**src/rtl/jtag_tap_ctrl.sv**
```systemverilog
// IEEE 1149.1-style TAP controller with instruction register and decoder.
// Drives the DR strobes and one-hot TDR enables, and muxes the TDR serial outputs onto TDO.
module jtag_tap_ctrl #(
  parameter int                  IR_WIDTH   = 4,
  parameter int                  NUM_TDR    = 4,
  parameter logic [IR_WIDTH-1:0] IR_CAPTURE = 4'b0001
) (
  input  logic                TCLK,
  input  logic                TRESET,
  input  logic                TMS,
  input  logic                TDI,
  input  logic [NUM_TDR-1:0]  TDR_SO,
  output logic                TDO,
  output logic                TDO_EN,
  output logic                CaptureDR,
  output logic                ShiftDR,
  output logic                UpdateDR,
  output logic [NUM_TDR-1:0]  TDR_EN,
  output logic [IR_WIDTH-1:0] IR_OUT
);

  localparam logic [3:0] TLR     = 4'h0;
  localparam logic [3:0] RTI     = 4'h1;
  localparam logic [3:0] SELDR   = 4'h2;
  localparam logic [3:0] CAPDR   = 4'h3;
  localparam logic [3:0] SHDR    = 4'h4;
  localparam logic [3:0] EX1DR   = 4'h5;
  localparam logic [3:0] PAUSEDR = 4'h6;
  localparam logic [3:0] EX2DR   = 4'h7;
  localparam logic [3:0] UPDDR   = 4'h8;
  localparam logic [3:0] SELIR   = 4'h9;
  localparam logic [3:0] CAPIR   = 4'hA;
  localparam logic [3:0] SHIR    = 4'hB;
  localparam logic [3:0] EX1IR   = 4'hC;
  localparam logic [3:0] PAUSEIR = 4'hD;
  localparam logic [3:0] EX2IR   = 4'hE;
  localparam logic [3:0] UPDIR   = 4'hF;

  logic [3:0]          tapState;
  logic [3:0]          nextState;
  logic [IR_WIDTH-1:0] irShift;
  logic [IR_WIDTH-1:0] irLatch;
  logic [IR_WIDTH-1:0] irLatchNext;
  logic                bypassBit;
  logic                bypassSel;

  // Opcodes at or above NUM_TDR decode to no enable, i.e. BYPASS.
  function automatic logic [NUM_TDR-1:0] decodeTdr(input logic [IR_WIDTH-1:0] op);
    logic [NUM_TDR-1:0] dec;
    dec = {NUM_TDR{1'b0}};
    for (int k = 0; k < NUM_TDR; k++) begin
      dec[k] = (op == IR_WIDTH'(k));
    end
    return dec;
  endfunction

  assign bypassSel = ~|TDR_EN;
  assign IR_OUT    = irLatch;

  // TAP state transition table
  always_comb begin
    nextState = tapState;
    case (tapState)
      TLR:     nextState = TMS ? TLR     : RTI;
      RTI:     nextState = TMS ? SELDR   : RTI;
      SELDR:   nextState = TMS ? SELIR   : CAPDR;
      CAPDR:   nextState = TMS ? EX1DR   : SHDR;
      SHDR:    nextState = TMS ? EX1DR   : SHDR;
      EX1DR:   nextState = TMS ? UPDDR   : PAUSEDR;
      PAUSEDR: nextState = TMS ? EX2DR   : PAUSEDR;
      EX2DR:   nextState = TMS ? UPDDR   : SHDR;
      UPDDR:   nextState = TMS ? SELDR   : RTI;
      SELIR:   nextState = TMS ? TLR     : CAPIR;
      CAPIR:   nextState = TMS ? EX1IR   : SHIR;
      SHIR:    nextState = TMS ? EX1IR   : SHIR;
      EX1IR:   nextState = TMS ? UPDIR   : PAUSEIR;
      PAUSEIR: nextState = TMS ? EX2IR   : PAUSEIR;
      EX2IR:   nextState = TMS ? UPDIR   : SHIR;
      UPDIR:   nextState = TMS ? SELDR   : RTI;
      default: nextState = TLR;
    endcase
  end

  // Instruction latch source for the coming falling edge
  always_comb begin
    irLatchNext = irLatch;
    if (tapState == UPDIR) begin
      irLatchNext = irShift;
    end else if (tapState == TLR) begin
      irLatchNext = {IR_WIDTH{1'b1}};
    end else begin
      irLatchNext = irLatch;
    end
  end

  // Rising edge: state, DR strobes (decoded from the next state so they track the state register), IR shift, bypass bit
  always_ff @(posedge TCLK or posedge TRESET) begin
    if (TRESET) begin
      tapState  <= TLR;
      CaptureDR <= 1'b0;
      ShiftDR   <= 1'b0;
      UpdateDR  <= 1'b0;
      irShift   <= {IR_WIDTH{1'b0}};
      bypassBit <= 1'b0;
    end else begin
      tapState  <= nextState;
      CaptureDR <= (nextState == CAPDR);
      ShiftDR   <= (nextState == SHDR);
      UpdateDR  <= (nextState == UPDDR);
      case (tapState)
        CAPIR:   irShift <= IR_CAPTURE;
        SHIR:    irShift <= {TDI, irShift[IR_WIDTH-1:1]};
        default: irShift <= irShift;
      endcase
      if (bypassSel) begin
        case (tapState)
          CAPDR:   bypassBit <= 1'b0;
          SHDR:    bypassBit <= TDI;
          default: bypassBit <= bypassBit;
        endcase
      end else begin
        bypassBit <= bypassBit;
      end
    end
  end

  // Falling edge: instruction latch with its decode, and the TDO output stage
  always_ff @(negedge TCLK or posedge TRESET) begin
    if (TRESET) begin
      irLatch <= {IR_WIDTH{1'b1}};
      TDR_EN  <= {NUM_TDR{1'b0}};
      TDO     <= 1'b0;
      TDO_EN  <= 1'b0;
    end else begin
      irLatch <= irLatchNext;
      TDR_EN  <= decodeTdr(irLatchNext);
      case (tapState)
        SHIR: begin
          TDO    <= irShift[0];
          TDO_EN <= 1'b1;
        end
        SHDR: begin
          TDO    <= bypassSel ? bypassBit : |(TDR_SO & TDR_EN);
          TDO_EN <= 1'b1;
        end
        default: begin
          TDO    <= TDO;
          TDO_EN <= 1'b0;
        end
      endcase
    end
  end

endmodule

```
**config.mk**
```make
export PLATFORM = sky130hd
export DESIGN_NAME = jtag_tap_ctrl
export DESIGN_NICKNAME = d
export VERILOG_FILES = /design/src/rtl/jtag_tap_ctrl.sv
export SDC_FILE = /design/constraint.sdc
export NUM_CORES = 1
export LEC_CHECK = 0
export ABC_AREA = 1
export ABC_CLOCK_PERIOD_IN_PS = 2300
export CORE_MARGIN = 3
export CORE_UTILIZATION = 57
export CTS_BUF_LIST = sky130_fd_sc_hd__clkbuf_8
export DETAILED_ROUTE_END_ITERATION = 10
export GPL_TIMING_DRIVEN = 0
export PLACE_DENSITY = 0.86
export SLEW_MARGIN = 15
export SYNTH_ARGS = -nofsm -noshare
export SYNTH_HDL_FRONTEND = slang
export SYNTH_SLANG_ARGS = --single-unit
```
**constraint.sdc**
```tcl
create_clock -name TCLK -period 2.3 [get_ports TCLK]
set_input_delay 0.69 -clock TCLK [delete_from_list [all_inputs] [get_ports TCLK]]
set_output_delay 0.69 -clock TCLK [all_outputs]
set_load 0.05 [all_outputs]
```
==> flow_summary.yaml, run 1 <==
die:
  die_h_um: 50
  io_pins: 21
  die_x_um: 50
  start_util_pct: 61.9
  placementRows: 15
synth:
  synthArstFlopShare_pct: 100
  ys_seq_area_share_pct: 50.3
  synthDistinctLibCells: 21
  synth_area_leaders: "dfrtp_1 27%, dfrtn_1 14%, dfstp_2 9.5%"
  syn_area_mm2: 0.00110
  ys_warn_count: 0
  synth_common_cells: "26 x nand2_1, 17 x inv_1, 16 x nor2_1, 12 x dfrtp_1, 12 x nand3_1"
  synth.most_common_cell: "nand2_1"
  synth_ff_type: "dfrtp_1"
  ys_ff_latch: 22
  synth-edff-count: 0
  syn_nets: 140
  synth_area_leader_cell: "dfrtp_1"
  netlist.area_leader.share_pct: 27.2
  syn_inst: 132
  avgSynthCellArea_um2: 8.36
clock_network:
  clock_sinks: 22
  postCtsSetupRepairBufs: 35
  htreeDepth: 1
  cts_made_buffers: 3
  cts-resized-gates: 117
  hold_buffers: 0
  root_buffer: "clkbuf_8"
  cts_buffer_depth: 2
placement:
  dp.cells: 177
  pre_cts_ws_ns: -0.857
  gp_congestion: 0.857
  hpwl_um: 1900
  port_buffers: 20
run_status:
  error_line: "[ERROR DPL-0038] Utilization greater than 100%, impossible to legalize"
  failed_stage: "clock tree synthesis"
  outcome: "aborted with a tool error"
[kinds of logic after synthesis]
kind of cell           Yosys count  synth area share, %
and+or+nand+nor                 68                 29.1
AOI/OAI and AO/OA               19                 12.6
DFF                             22                 50.3
buffers and inverters           23                 7.94
[stage by stage]
stage	util [%]	area, um^2	setup TNS (ns)
2_1_floorplan	-	1120	-2.34
3_3_place_gp	75.7	1350	-13.50
3_5_place_dp	75.7	1350	-14.52
==> run 2: changes to the inputs <==
CORE_AREA = 3 3 64 66   (was not set)
CORE_MARGIN = not set   (was 3)
CORE_UTILIZATION = not set   (was 57)
CTS_BUF_LIST = not set   (was sky130_fd_sc_hd__clkbuf_8)
DIE_AREA = 0 0 67 69   (was not set)
PLACE_DENSITY = not set   (was 0.86)
PLACE_DENSITY_LB_ADDON = 0.15   (was not set)
==> flow_summary.yaml, run 2 <==
setup_path:
  endpoint_kind: "output port"
  worstSetupStartpoint: "IR_OUT[0]$_DFF_NP1_"
  worst_r2r_startpoint: "tapState[2]$_DFF_PP0_"
  worst_setup_path_start_kind: "flop"
  setup.worst_path.end: "IR_OUT[0]"
  cp_num_buf_inv: 1
  crit_required_ns: 1.61
  cp.arrival_ns: 2.17
  slowest_stage: "dfstp_2"
  r2r_end: "TDO$_DFFE_NP0P_"
  crit_type: "reg -> out"
  timing.critical_path.depth: 1
  crit_chain: "buf_8"
  crit_family: "flip-flops"
  critPathMaxFanout: 2
  reg2reg_depth: 9
  slowest_delay_ns: 0.54
  reg2reg_setup_slack_ns: -0.10
die:
  dieArea_mm2: 0.00462
  placementRows: 22
  die_h_um: 69
  core_area_mm2: 0.00363
  io_pins: 21
  die_x_um: 67
  start_util_pct: 30.4
detailed_routing:
  ant_nets: 0
  drt_iter0_drc: 54
  drt-total-wl_um: 3130
  drc: 0
  wl_per_cell_um: 13.4
  firstDrtPassIters: 4
  via_count: 1109
  avgViaCountPerCell: 4.74
final_layout:
  drive_above_1_share_pct: 50.0
  fin_area_mm2: 0.00180
  fin_nets: 195
  nFillCells: 350
  fin_util_pct: 49.6
  final_cell_mix: "24 x buf_4, 21 x nand2_1, 17 x inv_1, 11 x nand3_1, 11 x nor2_1"
  antennaDiodeCount: 0
  layout_commonest_cell: "buf_4"
  area_growth_syn_to_layout_pct: 63.3
synth:
  synth.most_common_cell: "nand2_1"
  syn_inst: 132
  ys_warn_count: 0
  synth_common_cells: "26 x nand2_1, 17 x inv_1, 16 x nor2_1, 12 x dfrtp_1, 12 x nand3_1"
  avgSynthCellArea_um2: 8.36
  synthArstFlopShare_pct: 100
  syn_nets: 140
  synth-edff-count: 0
  synth_area_leaders: "dfrtp_1 27%, dfrtn_1 14%, dfstp_2 9.5%"
  synth_ff_type: "dfrtp_1"
  syn_area_mm2: 0.00110
  netlist.area_leader.share_pct: 27.2
  synth_area_leader_cell: "dfrtp_1"
  ys_seq_area_share_pct: 50.3
  ys_ff_latch: 22
  synthDistinctLibCells: 21
timing:
  skew_ns: 0.0673
  setup-violations-final: 16
  layout_setup_ws_ns: -0.559
  setup_tns_ns: -5.19
  slew_headroom_pct: 66.7
  drv_slew: 0
  rsz0062_at_grt: "yes"
  tightest_slew_ns: 0.498
  hold_viol_final: 0
pwr:
  p_per_area_mw_per_mm2: 1400
  combPwrFrac_pct: 60.7
  p_leak_nw: 0.869
  p_sw_mw: 1.19
  internal_power_mw: 1.33
  seqPwrFrac_pct: 28.4
  vdd_drop_max_v: 0.000766
  swShare_pct: 47.2
  p_clk_share_pct: 10.9
clock_network:
  clock_sinks: 22
  cts_tree: "yes"
  htreeDepth: 1
  cts_buffer_depth: 2
  clk_latency_ns: 0.33
  clk_pin_slew_ns: 0.05
  cts_made_buffers: 3
  root_buffer: "clkbuf_8"
global_route:
  grt_use_total_pct: 14.0
  grt_pass1_wl_um: 5000
  antenna_found_initial: 0
  overflow: 0
  grt_start_max_net_pins: 23
  grt_pass1_vias: 1131
placement:
  placed_area_mm2: 0.00138
  port_buffers: 20
  hpwl_um: 1940
  gp_congestion: 0.818
run_status:
  outcome: "finished, violations left"
  violations: "negative setup slack"
run:
  max_cap_violations: 0
hold_path:
  hold_path.class: "reg -> reg"
==> run 2: cell counts after synthesis <==
Identical to the previous run, type by type.
==> run 2: power by group through the flow <==
stage	clock [mW]	combinational (mW)	sequential [mW]
4_1_cts	0.278	1.35	0.699
6_report	0.275	1.53	0.717
3_3_place_gp	0.0135	0.995	0.691
5_1_grt	0.301	1.64	0.735
2_1_floorplan	0.0135	0.525	0.894
3_5_place_dp	0.0135	1.00	0.691
==> run 2: worst register-to-register path, stage by stage (launching register included) <==
cell and delay [ns]:
dfrtp_2 0.48, buf_6 0.15, inv_4 0.05, nor2_4 0.04, inv_2 0.06, nor2_4 0.04, inv_2 0.07, nand2_2 0.07
nor2_2 0.11, a21oi_2 0.04
==> run 2: final cells by class <==
type / count / area (um^2) / share of cell area (%)
clock inverters: 5 / 20.0 / 1.11
repair buffers: 47 / 422 / 23.4
flip-flops and latches: 22 / 561 / 31.1
multi-input cells: 87 / 602 / 33.4
clock buffers: 3 / 41.3 / 2.29
well taps: 48 / 60.1 / 3.33
inverters: 22 / 96.3 / 5.35
==> run 2: how the worst min path moves through the flow <==
stage	depth (start not counted)	from	to	slack, ns
floorplan	2	bypassBit$_DFFE_PP0P_	bypassBit$_DFFE_PP0P_	0.46
global placement	2	TDO$_DFFE_NP0P_	TDO$_DFFE_NP0P_	0.48
detailed placement	2	TDO$_DFFE_NP0P_	TDO$_DFFE_NP0P_	0.52
CTS	2	TDO$_DFFE_NP0P_	TDO$_DFFE_NP0P_	0.52
global route	2	TDO$_DFFE_NP0P_	TDO$_DFFE_NP0P_	0.55
finish	2	TDO$_DFFE_NP0P_	TDO$_DFFE_NP0P_	0.51
==> run 2: cell families after synthesis <==
| group | after synthesis | share of synthesized area [%] |
|---|---|---|
| compound gates | 19 | 12.6 |
| buf+inv | 23 | 7.94 |
| flops | 22 | 50.3 |
| simple gates | 68 | 29.1 |
==> run 2: what timing repair did <==
action / CTS / global route
setup buffers: 19 / 8
pin swaps: 9 / 11
endpoints found under the setup margin: 28 / 18
endpoints found under the hold margin: 0 / 0
gates resized for setup: 112 / 15
hold buffers: 0 / 0
==> run 2: layer usage <==
layer / vias up / routed length [um] / track usage [%]
met4: 0 / 69 / 4.95
met1: 528 / 1210 / 16.1
met3: 11 / 178 / 4.56
met2: 36 / 1670 / 23.6
li1: 534 / - / -
met5: - / 0 / 0
==> run 2: metrics by stage <==
stage | hold WS [ns] | cells | power, mW | worst slack [ns]
finish | 0.513 | 234 | 2.52 | -0.559
floorplan | 0.458 | 132 | 1.43 | -0.221
CTS | 0.518 | 226 | 2.33 | -0.567
global placement | 0.479 | 200 | 1.70 | -0.856
detailed placement | 0.523 | 200 | 1.71 | -0.864
global route | 0.548 | 234 | 2.68 | -0.599
(Power assumes the default switching activity.)
==> patch 1: new RTL, flow settings as in run 2 <==
`NUM_TDR`: 4 -> 8.
--- a/src/rtl/jtag_tap_ctrl.sv
+++ b/src/rtl/jtag_tap_ctrl.sv
@@ -3,5 +3,5 @@
 module jtag_tap_ctrl #(
   parameter int                  IR_WIDTH   = 4,
-  parameter int                  NUM_TDR    = 4,
+  parameter int                  NUM_TDR    = 8,
   parameter logic [IR_WIDTH-1:0] IR_CAPTURE = 4'b0001
 ) (
Interface: changed (resized TDR_EN and TDR_SO); port bits go from 21 to 29. The function was not compared with the original's and may differ.
==> patch 1 against run 2 <==
The run still ends with negative setup slack left. Area after synthesis is 15% higher. Combinational power is 28% lower. Critical path type unchanged. Global-route usage is 2.4 points higher. Wire length is 21% higher. First-iteration DRC count is 87% higher. Cell count is 20% higher. Worst setup slack worse by 0.0042 ns. Design area is 25% higher. Power is 18% lower. Sequential cell count is 4 higher.
==> patch 1: results (changes against run 2) <==
number of port buffers=28 (was 20); Tightest Pin Transition=0.4901 ns (was 0.4981 ns); worst reg2reg startpoint=tapState[3] (was tapState[2]); Leak=1.133 nW (was 0.8694 nW); initial DRC count=101 (was 54); DR pass1 iterations=4 (unchanged); Clock Tree Buf Depth=2 (unchanged); Final HPWL DP=2215 um (was 1936 um); pwr/cell area=916.1 nW/um^2 (was 1399 nW/um^2); FF-to-FF End=TDR_EN[7] (was TDO); # setup viols final=26 (was 16); met3 wire length=158 um (was 178 um); global placement routability congestion=0.8367 (was 0.8179); NumNets Final=246 (was 195); Top reg by flops=TDR_EN; Worst VDD drop=0.0005489 V (was 0.0007657 V); sequential area share after synthesis=0.5163 (was 0.5034); failing checks=negative setup slack (unchanged); delay-heaviest family, CP=flip-flops (unchanged); uppermost layer routed=met4 (unchanged); status=finished with violations (unchanged); Worst setup startpoint=IR_OUT[3] (was IR_OUT[0]); Syn Nets=174 (was 140); vias=1,384 (was 1,109); Data arrival, critical path=2.17 ns (about the same); R2R cell count=8 (was 9); synth warn=0 (unchanged); R2R setup slack=-0.22 ns (was -0.10 ns); commonest non-fill, non-tap cell in the layout=nand2_1 (was buf_4); Clock transition at path regs=0.09 ns (was 0.05 ns); largest net degree at the start of global routing=27 (was 23); Synth async-reset ratio=1.000 (unchanged); worst setup path end=IR_OUT[3] (was IR_OUT[0]); internal power=0.001168 W (was 0.001331 W); Metal-1 WL=1324 um (was 1214 um); top post-synthesis cells by area=dfrtp_1 (24%), dfrtn_1 (20%), nand2_1 (14%) (was dfrtp_1 (27%), dfrtn_1 (14%), dfstp_2 (9.5%)); worst setup margin=-0.5635 ns (was -0.5593 ns); top power group=combinational cells (unchanged); Worst Hold End=bypassBit (was TDO); Hold Crit Start=bypassBit (was TDO); combinational share of power=0.532 (was 0.607); Synth top cells by count=nand2_1 (49), nor2_1 (30), inv_1 (19), dfrtp_1 (12), dfrtn_1 (10) (was nand2_1 (26), inv_1 (17), nor2_1 (16), dfrtp_1 (12), nand3_1 (12)); Min Hold Slack=0.5057 ns (was 0.5127 ns); Total GRT Usage=0.1641 (was 0.1398); CP peak stage delay=0.54 ns (about the same); number of fillers in the final layout=303 (was 350); WL final=3799 um (was 3131 um); Seq pwr share=0.322 (was 0.284); H-tree levels=1 (unchanged); DR WL met2=2196 um (was 1669 um); post-synthesis cell type count=20 (was 21); share of layout cells above drive strength 1=0.4678 (was 0.5000); first-pass GRT wire length=5940 um (was 5002 um); clk_skew=0.06199 ns (was 0.06734 ns)
[patch 1: per-layer routing]
layer  vias up  track usage
li1        653            -
met1       678       0.1757
met2        40       0.2828
met3        13      0.04723
met4         0      0.08559
met5         -            0
[patch 1: what timing repair did]
| action | 4_1_cts | 5_1_grt |
|---|---|---|
| setup endpoints to repair | 37 | 40 |
| hold buffers | 0 | 0 |
| pin swaps | 22 | 23 |
| setup buffers | 24 | 12 |
| resized for setup | 148 | 38 |
| gates cloned | 0 | 1 |
[patch 1: cell families (layout without fill, tap and decap cells)]
family / count (synthesis) / after routing / share of synthesized area
AND/OR/NAND/NOR: 100 / 100 / 0.3350
AO/OA/AOI/OAI: 12 / 12 / 0.07684
flip-flops: 26 / 26 / 0.5163
buffers and inverters: 24 / 95 / 0.07192
[patch 1: per-stage QoR]
| stage | instances | worst slack, ns | setup TNS, ns | cell area (sq um) |
|---|---|---|---|---|
| 2_1_floorplan | 162 | -0.2202 | -3.733 | 1280 |
| 3_5_place_dp | 238 | -0.8631 | -22.94 | 1620 |
| 4_1_cts | 269 | -0.5697 | -8.078 | 2012 |
| 5_1_grt | 281 | -0.6183 | -9.923 | 2257 |
| 3_3_place_gp | 238 | -0.8604 | -22.50 | 1620 |
| 6_report | 281 | -0.5635 | -8.699 | 2257 |
[patch 1: cell type report]
cell class | count | area (sq um) | area share
multi-input cells | 112 | 724.4 | 0.3210
flip-flops and latches | 26 | 660.6 | 0.2927
repair buffers | 63 | 641.9 | 0.2844
inverters | 23 | 100.1 | 0.04435
well taps | 48 | 60.06 | 0.02661
clock buffers | 3 | 41.29 | 0.01829
clock inverters | 5 | 21.27 | 0.009424
repair inverters | 1 | 7.507 | 0.003326
==> patch 2: new RTL, config.mk and constraints of run 2 <==
Without the edit above. The output `ShiftDR` loses its register stage (`ShiftDR` becomes a continuous assignment).
--- a/src/rtl/jtag_tap_ctrl.sv
+++ b/src/rtl/jtag_tap_ctrl.sv
@@ -99,5 +99,4 @@
       tapState  <= TLR;
       CaptureDR <= 1'b0;
-      ShiftDR   <= 1'b0;
       UpdateDR  <= 1'b0;
       irShift   <= {IR_WIDTH{1'b0}};
@@ -106,5 +105,4 @@
       tapState  <= nextState;
       CaptureDR <= (nextState == CAPDR);
-      ShiftDR   <= (nextState == SHDR);
       UpdateDR  <= (nextState == UPDDR);
       case (tapState)
@@ -124,4 +122,6 @@
     end
   end
+
+  assign ShiftDR = (nextState == SHDR);
 
   // Falling edge: instruction latch with its decode, and the TDO output stage
Check against the original RTL: not checked (the comparison handles one clock edge and no latches or derived clocks); the edit may change what the design does.
==> patch 2 against run 2 <==
The flow still finishes with violations (negative setup slack). Global-route usage shrank 0.15 points. Area after synthesis is 2.3% lower. Via count fell by 0.81%. Synthesized cell count down 0.76%. Power rose by 13%. Hold slack worse by 0.016 ns. Design area increased by 7.2%. Wire length decreased by 1.1%. Worst setup slack got worse by 0.0029 ns. Sequential cell count shrank 1.
==> patch 2: results (changes against run 2) <==
sequential area share after synthesis=0.4919 (was 0.5034); Fin Setup TNS=-5.528 ns (was -5.193 ns); vias in the first global route=1,122 (was 1,131); clk_skew=0.06598 ns (was 0.06734 ns); Vias per Instance=4.603 (was 4.739); Leak=0.9295 nW (was 0.8694 nW); root buffer cell=clkbuf_8 (unchanged); Synth async-reset ratio=1.000 (unchanged); Synth top cells by count=nand2_1 (26), inv_1 (17), nor2_1 (16), nand3_1 (12), dfrtp_1 (11) (was nand2_1 (26), inv_1 (17), nor2_1 (16), dfrtp_1 (12), nand3_1 (12)); met3 wire length=132 um (was 178 um); share of layout cells above drive strength 1=0.6073 (was 0.5000); NumNets Final=200 (was 195); WL final=3098 um (was 3131 um); syn avg cell area=8.233 sq um (was 8.360 sq um); largest net degree at the start of global routing=22 (was 23); Synth Area in Compound Gates=0.1288 (was 0.1259); DR pass1 iterations=4 (unchanged); # setup viols final=17 (was 16); M1 GR Usage=0.1579 (was 0.1614); global placement routability congestion=0.7604 (was 0.8179); adder-cell share of the synthesized area=0 (unchanged); Final HPWL DP=1814 um (was 1936 um); internal power=0.001521 W (was 0.001331 W); TritonCTS Buffers=3 (unchanged); Tightest Pin Transition=0.4941 ns (was 0.4981 ns); status=finished with violations (unchanged); uppermost layer routed=met4 (unchanged); CP max-delay cell=dfstp_2 (unchanged); initial DRC count=40 (was 54); Antenna Cells=0 (unchanged); DR WL met2=1679 um (was 1669 um); CP max FO=2 (unchanged); final std cells w/o fill=239 (was 234); P_clk=0.000338 W (was 0.000275 W); Syn Nets=139 (was 140); failing checks=negative setup slack (unchanged); Psw=0.001319 W (was 0.001191 W); R2R setup slack=-0.15 ns (was -0.10 ns); Worst Hold Class=reg -> reg (unchanged); Min Hold Slack=0.4964 ns (was 0.5127 ns); Cell Area, Placed=1360 sq um (was 1379 sq um); first-pass GRT wire length=4961 um (was 5002 um); met2 Track Usage GR=0.2293 (was 0.2358); worst setup margin=-0.5622 ns (was -0.5593 ns); Metal-1 WL=1213 um (was 1214 um); H-tree levels=1 (unchanged); post-synthesis cell type count=21 (unchanged); GR Util met3=0.05049 (was 0.04560); Clock Tree Buf Depth=2 (unchanged); top post-synthesis cells by area=dfrtp_1 (26%), dfrtn_1 (14%), dfstp_2 (9.7%) (was dfrtp_1 (27%), dfrtn_1 (14%), dfstp_2 (9.5%)); Total GRT Usage=0.1383 (was 0.1398); placed instance count=199 (was 200); Worst VDD drop=0.0008016 V (was 0.0007657 V); pre-CTS setup slack=-1.151 ns (was -0.8642 ns); Seq pwr share=0.253 (was 0.284)
patch 2: changes by cell type after synthesis:
cell,run 2,this run
dfrtp_1,12,11
patch 2: worst paths after layout:
path                                   from        end  cells after the start
worst min register to register          TDO        TDO                      2
worst max-delay path              IR_OUT[0]  IR_OUT[0]                      1
worst min-delay path                    TDO        TDO                      2
worst max register to register  tapState[2]  TDR_EN[2]                      6
max in group asynchronous            TRESET  IR_OUT[1]                      2
min in group asynchronous            TRESET  bypassBit                      2
patch 2: what timing repair did:
item                                    in CTS  in global routing
endpoints found under the setup margin      28                 21
resized for setup                          123                 42
pin swaps                                   13                 12
buffers inserted                            22                 12
patch 2: cell type report:
| class | count | area (sq um) |
|---|---|---|
| Multi-Input combinational cell | 87 | 668.1 |
| Tap cell | 48 | 60.06 |
| Inverter | 22 | 103.9 |
| Timing Repair Buffer | 53 | 483.0 |
| Sequential cell | 21 | 535.5 |
| Clock buffer | 4 | 66.31 |
| Fill cell | 339 | 1702 |
| Clock inverter | 4 | 15.01 |
